==> src/rtl/cache_line_fetcher.sv <==
// cache_line_fetcher: refill engine for the LRU cache backend.
// Takes one miss tag, issues one AXI-style burst read of BEATS beats,
// assembles the beats into a cache line and returns it with its tag.
// Optional macro FETCH_TIMEOUT_EN adds a DATA-phase watchdog plus a DRAIN
// state that swallows the rest of an abandoned burst.
module cache_line_fetcher #(
  parameter int TAGS_WIDTH     = 48,
  parameter int CACHE_SIZE     = 512,
  parameter int MEM_DATA_WIDTH = 128,
  parameter int ADDR_WIDTH     = 64,
  parameter int TIMEOUT_CYCLES = 1024
) (
  input  logic                      clk,
  input  logic                      rst,
  input  logic                      req_tvalid,
  output logic                      req_tready,
  input  logic [TAGS_WIDTH-1:0]     req_tdata,
  output logic                      rsp_tvalid,
  input  logic                      rsp_tready,
  output logic [CACHE_SIZE-1:0]     rsp_tdata,
  output logic [TAGS_WIDTH-1:0]     rsp_tuser,
  output logic                      rsp_terr,
  output logic                      mem_arvalid,
  input  logic                      mem_arready,
  output logic [ADDR_WIDTH-1:0]     mem_araddr,
  output logic [7:0]                mem_arlen,
  input  logic                      mem_rvalid,
  output logic                      mem_rready,
  input  logic [MEM_DATA_WIDTH-1:0] mem_rdata,
  input  logic                      mem_rlast
);

  localparam int BEATS = CACHE_SIZE / MEM_DATA_WIDTH;
  localparam int OFS   = $clog2(CACHE_SIZE / 8);
  localparam int CNT_W = (BEATS > 1) ? $clog2(BEATS) : 1;
  localparam logic [CNT_W-1:0] LAST_BEAT = CNT_W'(BEATS - 1);

  // Reject configurations the line assembly cannot represent.
  if ((CACHE_SIZE % MEM_DATA_WIDTH) != 0 || BEATS > 256 || TIMEOUT_CYCLES < 2) begin : g_bad_params
    $error("cache_line_fetcher: invalid parameter combination");
  end

  typedef enum logic [2:0] {
    IDLE,
    ADDR,
    DATA,
`ifdef FETCH_TIMEOUT_EN
    RESP,
    DRAIN
`else
    RESP
`endif
  } state_t;

  state_t                    state_q, state_d;
  logic [TAGS_WIDTH-1:0]     tag_q, tag_d;
  logic [CACHE_SIZE-1:0]     line_q, line_d;
  logic [CNT_W-1:0]          cnt_q, cnt_d;
  logic                      err_q, err_d;
  logic [ADDR_WIDTH-1:0]     araddr_q, araddr_d;
  logic [7:0]                arlen_q, arlen_d;
  logic                      req_tready_q, req_tready_d;
  logic                      rsp_tvalid_q, rsp_tvalid_d;
  logic                      arvalid_q, arvalid_d;
  logic                      rready_q, rready_d;
`ifdef FETCH_TIMEOUT_EN
  localparam int WD_W = $clog2(TIMEOUT_CYCLES + 1);
  logic [WD_W-1:0]           wd_q, wd_d;
  logic                      to_q, to_d;
`endif

  // Handshakes are qualified by the registered ready/valid the block drives,
  // so the first cycle after reset (req_tready still 0) cannot accept a tag.
  logic req_hs, ar_hs, r_hs, rsp_hs;
  assign req_hs = req_tvalid & req_tready_q;
  assign ar_hs  = arvalid_q & mem_arready;
  assign r_hs   = mem_rvalid & rready_q;
  assign rsp_hs = rsp_tvalid_q & rsp_tready;

  // Next-state, datapath and registered-output decode.
  always_comb begin
    state_d  = state_q;
    tag_d    = tag_q;
    line_d   = line_q;
    cnt_d    = cnt_q;
    err_d    = err_q;
    araddr_d = araddr_q;
    arlen_d  = arlen_q;
`ifdef FETCH_TIMEOUT_EN
    wd_d     = wd_q;
    to_d     = to_q;
`endif
    case (state_q)
      IDLE: if (req_hs) begin
        tag_d    = req_tdata;
        // Line byte address; the cast truncates or zero-extends as needed.
        araddr_d = ADDR_WIDTH'({req_tdata, {OFS{1'b0}}});
        arlen_d  = 8'(BEATS - 1);
        line_d   = '0;
        cnt_d    = '0;
        err_d    = 1'b0;
`ifdef FETCH_TIMEOUT_EN
        to_d     = 1'b0;
`endif
        state_d  = ADDR;
      end
      ADDR: if (ar_hs) begin
`ifdef FETCH_TIMEOUT_EN
        wd_d    = WD_W'(1);
`endif
        state_d = DATA;
      end
      DATA: begin
        if (r_hs) begin
          line_d[cnt_q*MEM_DATA_WIDTH +: MEM_DATA_WIDTH] = mem_rdata;
          cnt_d = cnt_q + CNT_W'(1);
`ifdef FETCH_TIMEOUT_EN
          wd_d  = WD_W'(1);
`endif
          if (cnt_q == LAST_BEAT) begin
            // Full count reached: leave regardless, flag a missing rlast.
            err_d   = err_q | ~mem_rlast;
            state_d = RESP;
          end else if (mem_rlast) begin
            // Short burst: unwritten line bits stay zero.
            err_d   = 1'b1;
            state_d = RESP;
          end
        end
`ifdef FETCH_TIMEOUT_EN
        else begin
          // wd counts the stalled cycle now starting, including itself.
          wd_d = wd_q + WD_W'(1);
          if (wd_d == WD_W'(TIMEOUT_CYCLES)) begin
            err_d   = 1'b1;
            to_d    = 1'b1;
            state_d = RESP;
          end
        end
`endif
      end
      RESP: if (rsp_hs) begin
`ifdef FETCH_TIMEOUT_EN
        state_d = to_q ? DRAIN : IDLE;
`else
        state_d = IDLE;
`endif
      end
`ifdef FETCH_TIMEOUT_EN
      DRAIN: if (r_hs && mem_rlast) state_d = IDLE;
`endif
      default: state_d = IDLE;
    endcase

    req_tready_d = (state_d == IDLE);
    arvalid_d    = (state_d == ADDR);
    rsp_tvalid_d = (state_d == RESP);
`ifdef FETCH_TIMEOUT_EN
    rready_d     = (state_d == DATA) || (state_d == DRAIN);
`else
    rready_d     = (state_d == DATA);
`endif
  end

  // State and output registers; reset abandons any fetch in flight.
  always_ff @(posedge clk or posedge rst) begin
    if (rst) begin
      state_q      <= IDLE;
      tag_q        <= '0;
      line_q       <= '0;
      cnt_q        <= '0;
      err_q        <= 1'b0;
      araddr_q     <= '0;
      arlen_q      <= '0;
      req_tready_q <= 1'b0;
      rsp_tvalid_q <= 1'b0;
      arvalid_q    <= 1'b0;
      rready_q     <= 1'b0;
`ifdef FETCH_TIMEOUT_EN
      wd_q         <= '0;
      to_q         <= 1'b0;
`endif
    end else begin
      state_q      <= state_d;
      tag_q        <= tag_d;
      line_q       <= line_d;
      cnt_q        <= cnt_d;
      err_q        <= err_d;
      araddr_q     <= araddr_d;
      arlen_q      <= arlen_d;
      req_tready_q <= req_tready_d;
      rsp_tvalid_q <= rsp_tvalid_d;
      arvalid_q    <= arvalid_d;
      rready_q     <= rready_d;
`ifdef FETCH_TIMEOUT_EN
      wd_q         <= wd_d;
      to_q         <= to_d;
`endif
    end
  end

  assign req_tready  = req_tready_q;
  assign rsp_tvalid  = rsp_tvalid_q;
  assign rsp_tdata   = line_q;
  assign rsp_tuser   = tag_q;
  assign rsp_terr    = err_q;
  assign mem_arvalid = arvalid_q;
  assign mem_araddr  = araddr_q;
  assign mem_arlen   = arlen_q;
  assign mem_rready  = rready_q;

endmodule

==> config.mk <==
export PLATFORM = sky130hd
export DESIGN_NAME = cache_line_fetcher
export DESIGN_NICKNAME = d
export VERILOG_FILES = /design/src/rtl/cache_line_fetcher.sv
export SDC_FILE = /design/constraint.sdc
export NUM_CORES = 1
export LEC_CHECK = 0
export ABC_AREA = 1
export CORE_AREA = 10 10 311 313
export CTS_CLUSTER_DIAMETER = 100
export DETAILED_ROUTE_END_ITERATION = 6
export DIE_AREA = 0 0 321 323
export PLACE_DENSITY = 0.56
export SLEW_MARGIN = 20
export SYNTH_ARGS = -nofsm -noshare
export SYNTH_HDL_FRONTEND = slang
export SYNTH_SLANG_ARGS = --single-unit
==> constraint.sdc <==
create_clock -name clk -period 56.7 [get_ports clk]
set_clock_uncertainty 0.05 [all_clocks]
set_input_delay 8.505 -clock clk [delete_from_list [all_inputs] [get_ports clk]]
set_output_delay 8.505 -clock clk [all_outputs]
set_load 0.02 [all_outputs]
==> results.py, run 1 <==
metrics = {
    "critical_path": {
        "crit_path_start_kind": "input pin",
        "cp-end-kind": "register",
        "r2r_setup_slack_ns": 50.74,
        "r2r-end": "rsp_tdata[83]",
        "path_max_fanout": 119,
        "r2r_cells": 8,
        "worstPathArrival_ns": 13.37,
        "path_class": "in -> reg",
        "r2r-start": "state_q[0]",
        "crit_required_ns": 57.18,
    },
    "timing": {
        "worstMarginPinSlew_ns": 1.12,
        "setup_viol": 0,
        "rsz0062_at_grt": "false",
        "relSlewSlack_pct": 25.1,
        "hold_viol": 0,
        "fin_crit_ns": 12.90,
        "period_share_pct": 22.7,
        "drv_slew": 0,
        "timing.setup.tns_ns": 0,
        "max_freq_ghz": 0.0775,
    },
    "cts": {
        "cts_buffers": 71,
        "cts.sinks": 571,
        "clkSlewWorstSetupHoldPaths_ns": 0.05,
        "cts_hold_buffers": 0,
        "cts_max_path_buffers": 3,
        "clk_latency_ns": 0.62,
        "post_cts_resized": 0,
        "cts_root_buf": "clkbuf_16",
        "h-tree-depth": 3,
        "cts_tree": "built",
        "post_cts_buffers": 0,
    },
    "final_layout": {
        "seqCellArea_um2": 14300,
        "final_cell_mix": "nand2_1, clkdlybuf4s50_1, nand3_1",
        "multiInputGateArea_um2": 10800,
        "area_growth_pct": 38.3,
        "fillCellCount": 9254,
        "drive_gt1_share_pct": 4.43,
        "fin_util_pct": 41.6,
        "nets": 4259,
        "layout_commonest_cell": "nand2_1",
    },
    "min_path": {
        "min_from": "rsp_tdata[126]",
        "hold_depth": 2,
        "hold_end": "rsp_tdata[126]",
        "min_path_type": "reg -> reg",
    },
    "placed_design": {
        "place_congestion": 0.855,
        "portBuffers": 797,
        "dp_hpwl_mm": 86.3,
    },
    "yosys": {
        "synth_cell_type_count": 26,
        "post-synth-top-area-cell": "dfrtp_1",
        "syn_area_um2": 27300,
        "ys_warn_count": 0,
        "yosysSeqAreaShare_pct": 52.3,
        "syn-instance-count": 3519,
        "ys_seq_elements": 571,
        "syn_avg_cell_area_um2": 7.76,
        "yosys-top-cells-area": "dfrtp_1, nand2_1, nand3_1",
        "synth_top_area_share_pct": 52.3,
    },
    "grt": {
        "grt_pass1_vias": 25400,
        "grt-ovfl-total": 0,
        "grt_first_pass_wirelength_mm": 184,
        "antenna_found_initial": 10,
        "grt.total_usage_pct": 23.5,
        "grt_max_degree": 160,
    },
    "pwr": {
        "totalPowerFinal_mw": 1.22,
        "leakagePower_nw": 17.6,
        "net-switching-power_mw": 0.404,
        "switching_share_pct": 33.2,
        "power_density_nw_per_um2": 32.3,
        "internal_power_mw": 0.814,
        "ir_drop_v": 0.0000254,
        "power_frac_comb_pct": 23.2,
        "seq_power_share_pct": 37.6,
        "clock_power_share_pct": 39.2,
    },
    "floorplan": {
        "die_w_um": 321,
        "core-area_um2": 90800,
        "num_rows": 111,
        "initial_core_util_pct": 30.1,
        "dieHeight_um": 323,
        "io_pins": 820,
        "die-area_um2": 104000,
    },
    "detailed_routing": {
        "drtAntennaViolNets": 0,
        "drc": 0,
        "drt_pass1_iterations": 7,
        "wl_per_cell_um": 24.0,
        "vias_per_cell": 4.97,
        "drt_wl_total_mm": 128,
        "drt_iter0_drc": 2764,
        "vias": 26400,
    },
    "flow_run": {
        "maxCapViolCount": 0,
    },
    "run_status": {
        "outcome": "complete, no violations",
    },
}
## cells in the mapped netlist
master / instances
ha_1: 6
inv_1: 107
o21ai_0: 100
or2_2: 2
nand3_1: 774
conb_1: 1
buf_6: 4
nor2_2: 2
clkbuf_1: 118
o21ai_1: 83
nand2_4: 1
nor2_4: 1
nor2_1: 337
nand2_1: 1109
inv_2: 2
nand3_4: 1
nor3_1: 8
or2_1: 2
buf_1: 16
nand2_2: 1
nor3_4: 1
buf_2: 143
nand4_1: 29
clkbuf_2: 8
dfrtp_1: 571
buf_4: 92
## worst max-delay path by stage
| stage | slack [ns] | startpoint | end | cells after the start |
|---|---|---|---|---|
| 2_1_floorplan | 32.17 | rst | cnt_q[0] | 1 |
| 3_3_place_gp | 43.28 | req_tvalid | rsp_tdata[341] | 10 |
| 3_5_place_dp | 43.26 | req_tvalid | rsp_tdata[87] | 10 |
| 4_1_cts | 43.89 | req_tvalid | rsp_tdata[87] | 10 |
| 5_1_grt | 43.46 | req_tvalid | rsp_tdata[344] | 10 |
| 6_report | 43.80 | req_tvalid | rsp_tdata[83] | 10 |
## sequential cells by signal (all words and copies together), names as in the netlist
name / count
req_tready: 1
rsp_tuser: 48
state_q: 3
rsp_tdata: 512
mem_rready: 1
mem_arvalid: 1
mem_arlen: 1
cnt_q: 2
rsp_terr: 1
rsp_tvalid: 1
## power by group through the flow
| stage | Sequential (mW) | Clock, mW | Combinational [mW] |
|---|---|---|---|
| after CTS | 0.458 | 0.488 | 0.285 |
| final | 0.458 | 0.478 | 0.283 |
| after global routing | 0.461 | 0.505 | 0.299 |
| after global placement | 0.465 | 0 | 0.284 |
| after detailed placement | 0.464 | 0 | 0.284 |
| after floorplan | 0.483 | 0 | 0.139 |
## cell families after synthesis
| kind of cell | share of synthesized area [%] |
|---|---|
| buffers and inverters | 8.80 |
| and+or+nand+nor | 35.2 |
| other | 0.0137 |
| AOI/OAI and AO/OA | 3.35 |
| DFF | 52.3 |
| adders and majority gates | 0.275 |
## layout make-up
| cell class | instances | share of cell area [%] |
|---|---|---|
| Clock inverter | 25 | 0.798 |
| Inverter | 109 | 1.13 |
| Antenna cell | 7 | 0.0464 |
| Multi-Input combinational cell | 2480 | 28.6 |
| Clock buffer | 105 | 5.68 |
| Tap cell | 1186 | 3.93 |
| Sequential cell | 571 | 37.8 |
| Timing Repair Buffer | 837 | 22.0 |
## through the flow
stage                     setup WS [ns]  area, um2  hold WS [ns]  instances
after floorplan                   32.17      27400         0.528       3541
after global routing              43.46      37800         0.432       5320
after global placement            43.28      35300         0.402       5182
after CTS                         43.89      37800         0.421       5313
after detailed placement          43.26      35300         0.407       5183
final                             43.80      37800         0.418       5320
## per-layer routing
metal | wire (um) | track usage (%) | vias to the layer above
li1 | - | - | 12400
met1 | 54200 | 31.1 | 12900
met2 | 60300 | 37.9 | 1026
met3 | 9380 | 4.90 | 157
met4 | 3780 | 7.67 | 2
met5 | 9 | 0 | -
## worst max-delay path: stages
cell	delay [ns]
clkdlybuf4s50_1	0.45
nand2_1	0.05
inv_1	0.08
nand3_4	0.51
nand2_8	0.87
buf_4	0.76
buf_4	0.75
buf_4	0.87
nand3_1	0.15
nand2_1	0.12
Power figures use the tool's default switching activity.
==> inputs of run 2 (changes only) <==
- CORE_AREA: 10 10 311 313 -> 10 10 314 316
- DIE_AREA: 0 0 321 323 -> 0 0 324 326
- PLACE_DENSITY: 0.56 -> 0.55
- clock period: 56.7 -> 12.1 ns (I/O delays scaled with it)
==> results.py, run 2 (synthesis results as in run 1) <==
metrics = {
    "timing": {
        "relSlewSlack_pct": 24.5,
        "worstMarginPinSlew_ns": 1.13,
        "period_share_pct": 46.5,
        "fin_crit_ns": 5.63,
        "max_freq_ghz": 0.178,
        "drv_slew": 0,
        "hold_viol": 0,
        "rsz0062_at_grt": "false",
        "setup_viol": 0,
        "timing.setup.tns_ns": 0,
        "fin_ws_ns": 6.47,
    },
    "cts": {
        "cts.sinks": 571,
        "post_cts_resized": 0,
        "cts_tree": "built",
        "cts_buffers": 70,
        "clkSlewWorstSetupHoldPaths_ns": 0.06,
        "h-tree-depth": 3,
        "clk_latency_ns": 0.63,
        "cts_root_buf": "clkbuf_16",
        "post_cts_buffers": 0,
        "cts_max_path_buffers": 3,
        "cts_hold_buffers": 0,
    },
    "pwr": {
        "leakagePower_nw": 17.5,
        "ir_drop_v": 0.000133,
        "power_density_nw_per_um2": 150,
    },
    "grt": {
        "grt_pass1_vias": 25600,
        "grt.total_usage_pct": 23.5,
        "antenna_found_initial": 6,
        "grt_first_pass_wirelength_mm": 187,
        "grt_max_degree": 188,
        "grt-ovfl-total": 0,
    },
    "critical_path": {
        "crit_required_ns": 12.51,
        "crit_path_start_kind": "input pin",
        "path_max_fanout": 94,
        "r2r_cells": 8,
        "critPathLaunch": "req_tvalid",
        "r2r-start": "state_q[1]",
        "path_class": "in -> reg",
        "worstPathArrival_ns": 6.04,
        "cp-end-kind": "register",
    },
    "detailed_routing": {
        "drt_iter0_drc": 2739,
        "drc": 0,
        "drtAntennaViolNets": 0,
        "drt_wl_total_mm": 129,
        "vias_per_cell": 5.00,
        "drt_pass1_iterations": 6,
        "wl_per_cell_um": 24.3,
        "vias": 26600,
    },
    "final_layout": {
        "layout_commonest_cell": "nand2_1",
        "largest_reg_flops": 512,
        "fillCellCount": 9501,
        "nets": 4261,
        "drive_gt1_share_pct": 4.20,
        "final_cell_mix": "nand2_1, clkdlybuf4s50_1, nand3_1",
        "area_growth_pct": 38.1,
    },
    "floorplan": {
        "num_rows": 112,
        "initial_core_util_pct": 29.5,
        "die_w_um": 324,
        "io_pins": 820,
        "dieHeight_um": 326,
        "die-area_um2": 106000,
        "core-area_um2": 92500,
    },
    "placed_design": {
        "place_congestion": 0.863,
        "dp_hpwl_mm": 88.1,
        "portBuffers": 797,
        "pre_cts_ws_ns": 5.84,
    },
    "min_path": {
        "min_path_type": "reg -> reg",
        "hold_depth": 2,
        "min_from": "rsp_tdata[63]",
    },
    "flow_run": {
        "maxCapViolCount": 0,
    },
    "run_status": {
        "outcome": "complete, no violations",
    },
}
-- run 2: changes by cell type in the layout (fill, tap and decap cells not counted) --
cell        change
clkbuf_16       -1
clkinv_2        -4
bufinv_16       -1
clkbuf_8        -5
inv_6           -2
clkbuf_1        +5
buf_12          +3
inv_8           -2
clkinv_16       +1
diode_2         -1
clkinvlp_4      +2
inv_16          -1
-- run 2: layer usage --
layer / vias to the layer above / track usage (%) / wire length [um]
met1: 13100 / 30.9 / 55000
met5: - / 0 / 0
met3: 181 / 5.80 / 9800
met4: 0 / 8.17 / 4250
li1: 12300 / - / -
met2: 983 / 37.3 / 60200
-- run 2: worst paths after layout --
check,end,slack [ns]
max,rsp_tdata[207],6.47
min,rsp_tdata[63],0.42
max reg2reg,rsp_tdata[207],6.52
min reg2reg,rsp_tdata[63],0.42
max in group asynchronous,rsp_tdata[33],7.90
min in group asynchronous,rsp_tdata[7],1.74
-- run 2: area by class of cell --
class / instances / area, um2 / area share (%)
Multi-Input combinational cell: 2480 / 10800 / 28.6
Clock inverter: 18 / 240 / 0.637
Inverter: 109 / 423 / 1.12
Antenna cell: 6 / 15.0 / 0.0398
Clock buffer: 104 / 2070 / 5.50
Timing Repair Buffer: 840 / 8370 / 22.2
Sequential cell: 571 / 14300 / 37.9
Tap cell: 1197 / 1500 / 3.97
-- run 2: metrics by stage --
step,area (um2),instances,util [%],hold WS (ns),total power [mW]
2_1_floorplan,27400,3541,-,0.528,2.92
6_report,37700,5325,40.8,0.417,5.64
4_1_cts,37600,5317,40.7,0.421,5.70
3_5_place_dp,35300,5195,38.2,0.407,3.52
5_1_grt,37700,5325,40.8,0.435,5.86
3_3_place_gp,35300,5195,38.2,0.404,3.52
-- run 2: critical path, cell delays in order --
cell             delay [ns]
clkdlybuf4s50_1        0.41
nand2_1                0.07
inv_1                  0.06
nand3_4                0.05
buf_4                  0.49
nand2_8                0.45
nand2_4                0.68
buf_4                  0.68
buf_4                  0.81
o21ai_0                0.20
-- run 2: power by group --
part | internal (mW) | total, mW | leakage (nW) | switching (mW)
Combinational | 0.473 | 1.33 | 8.53 | 0.862
Clock | 1.26 | 2.15 | 1.13 | 0.895
Sequential | 2.02 | 2.16 | 7.87 | 0.137
Total | 3.75 | 5.64 | 17.5 | 1.89
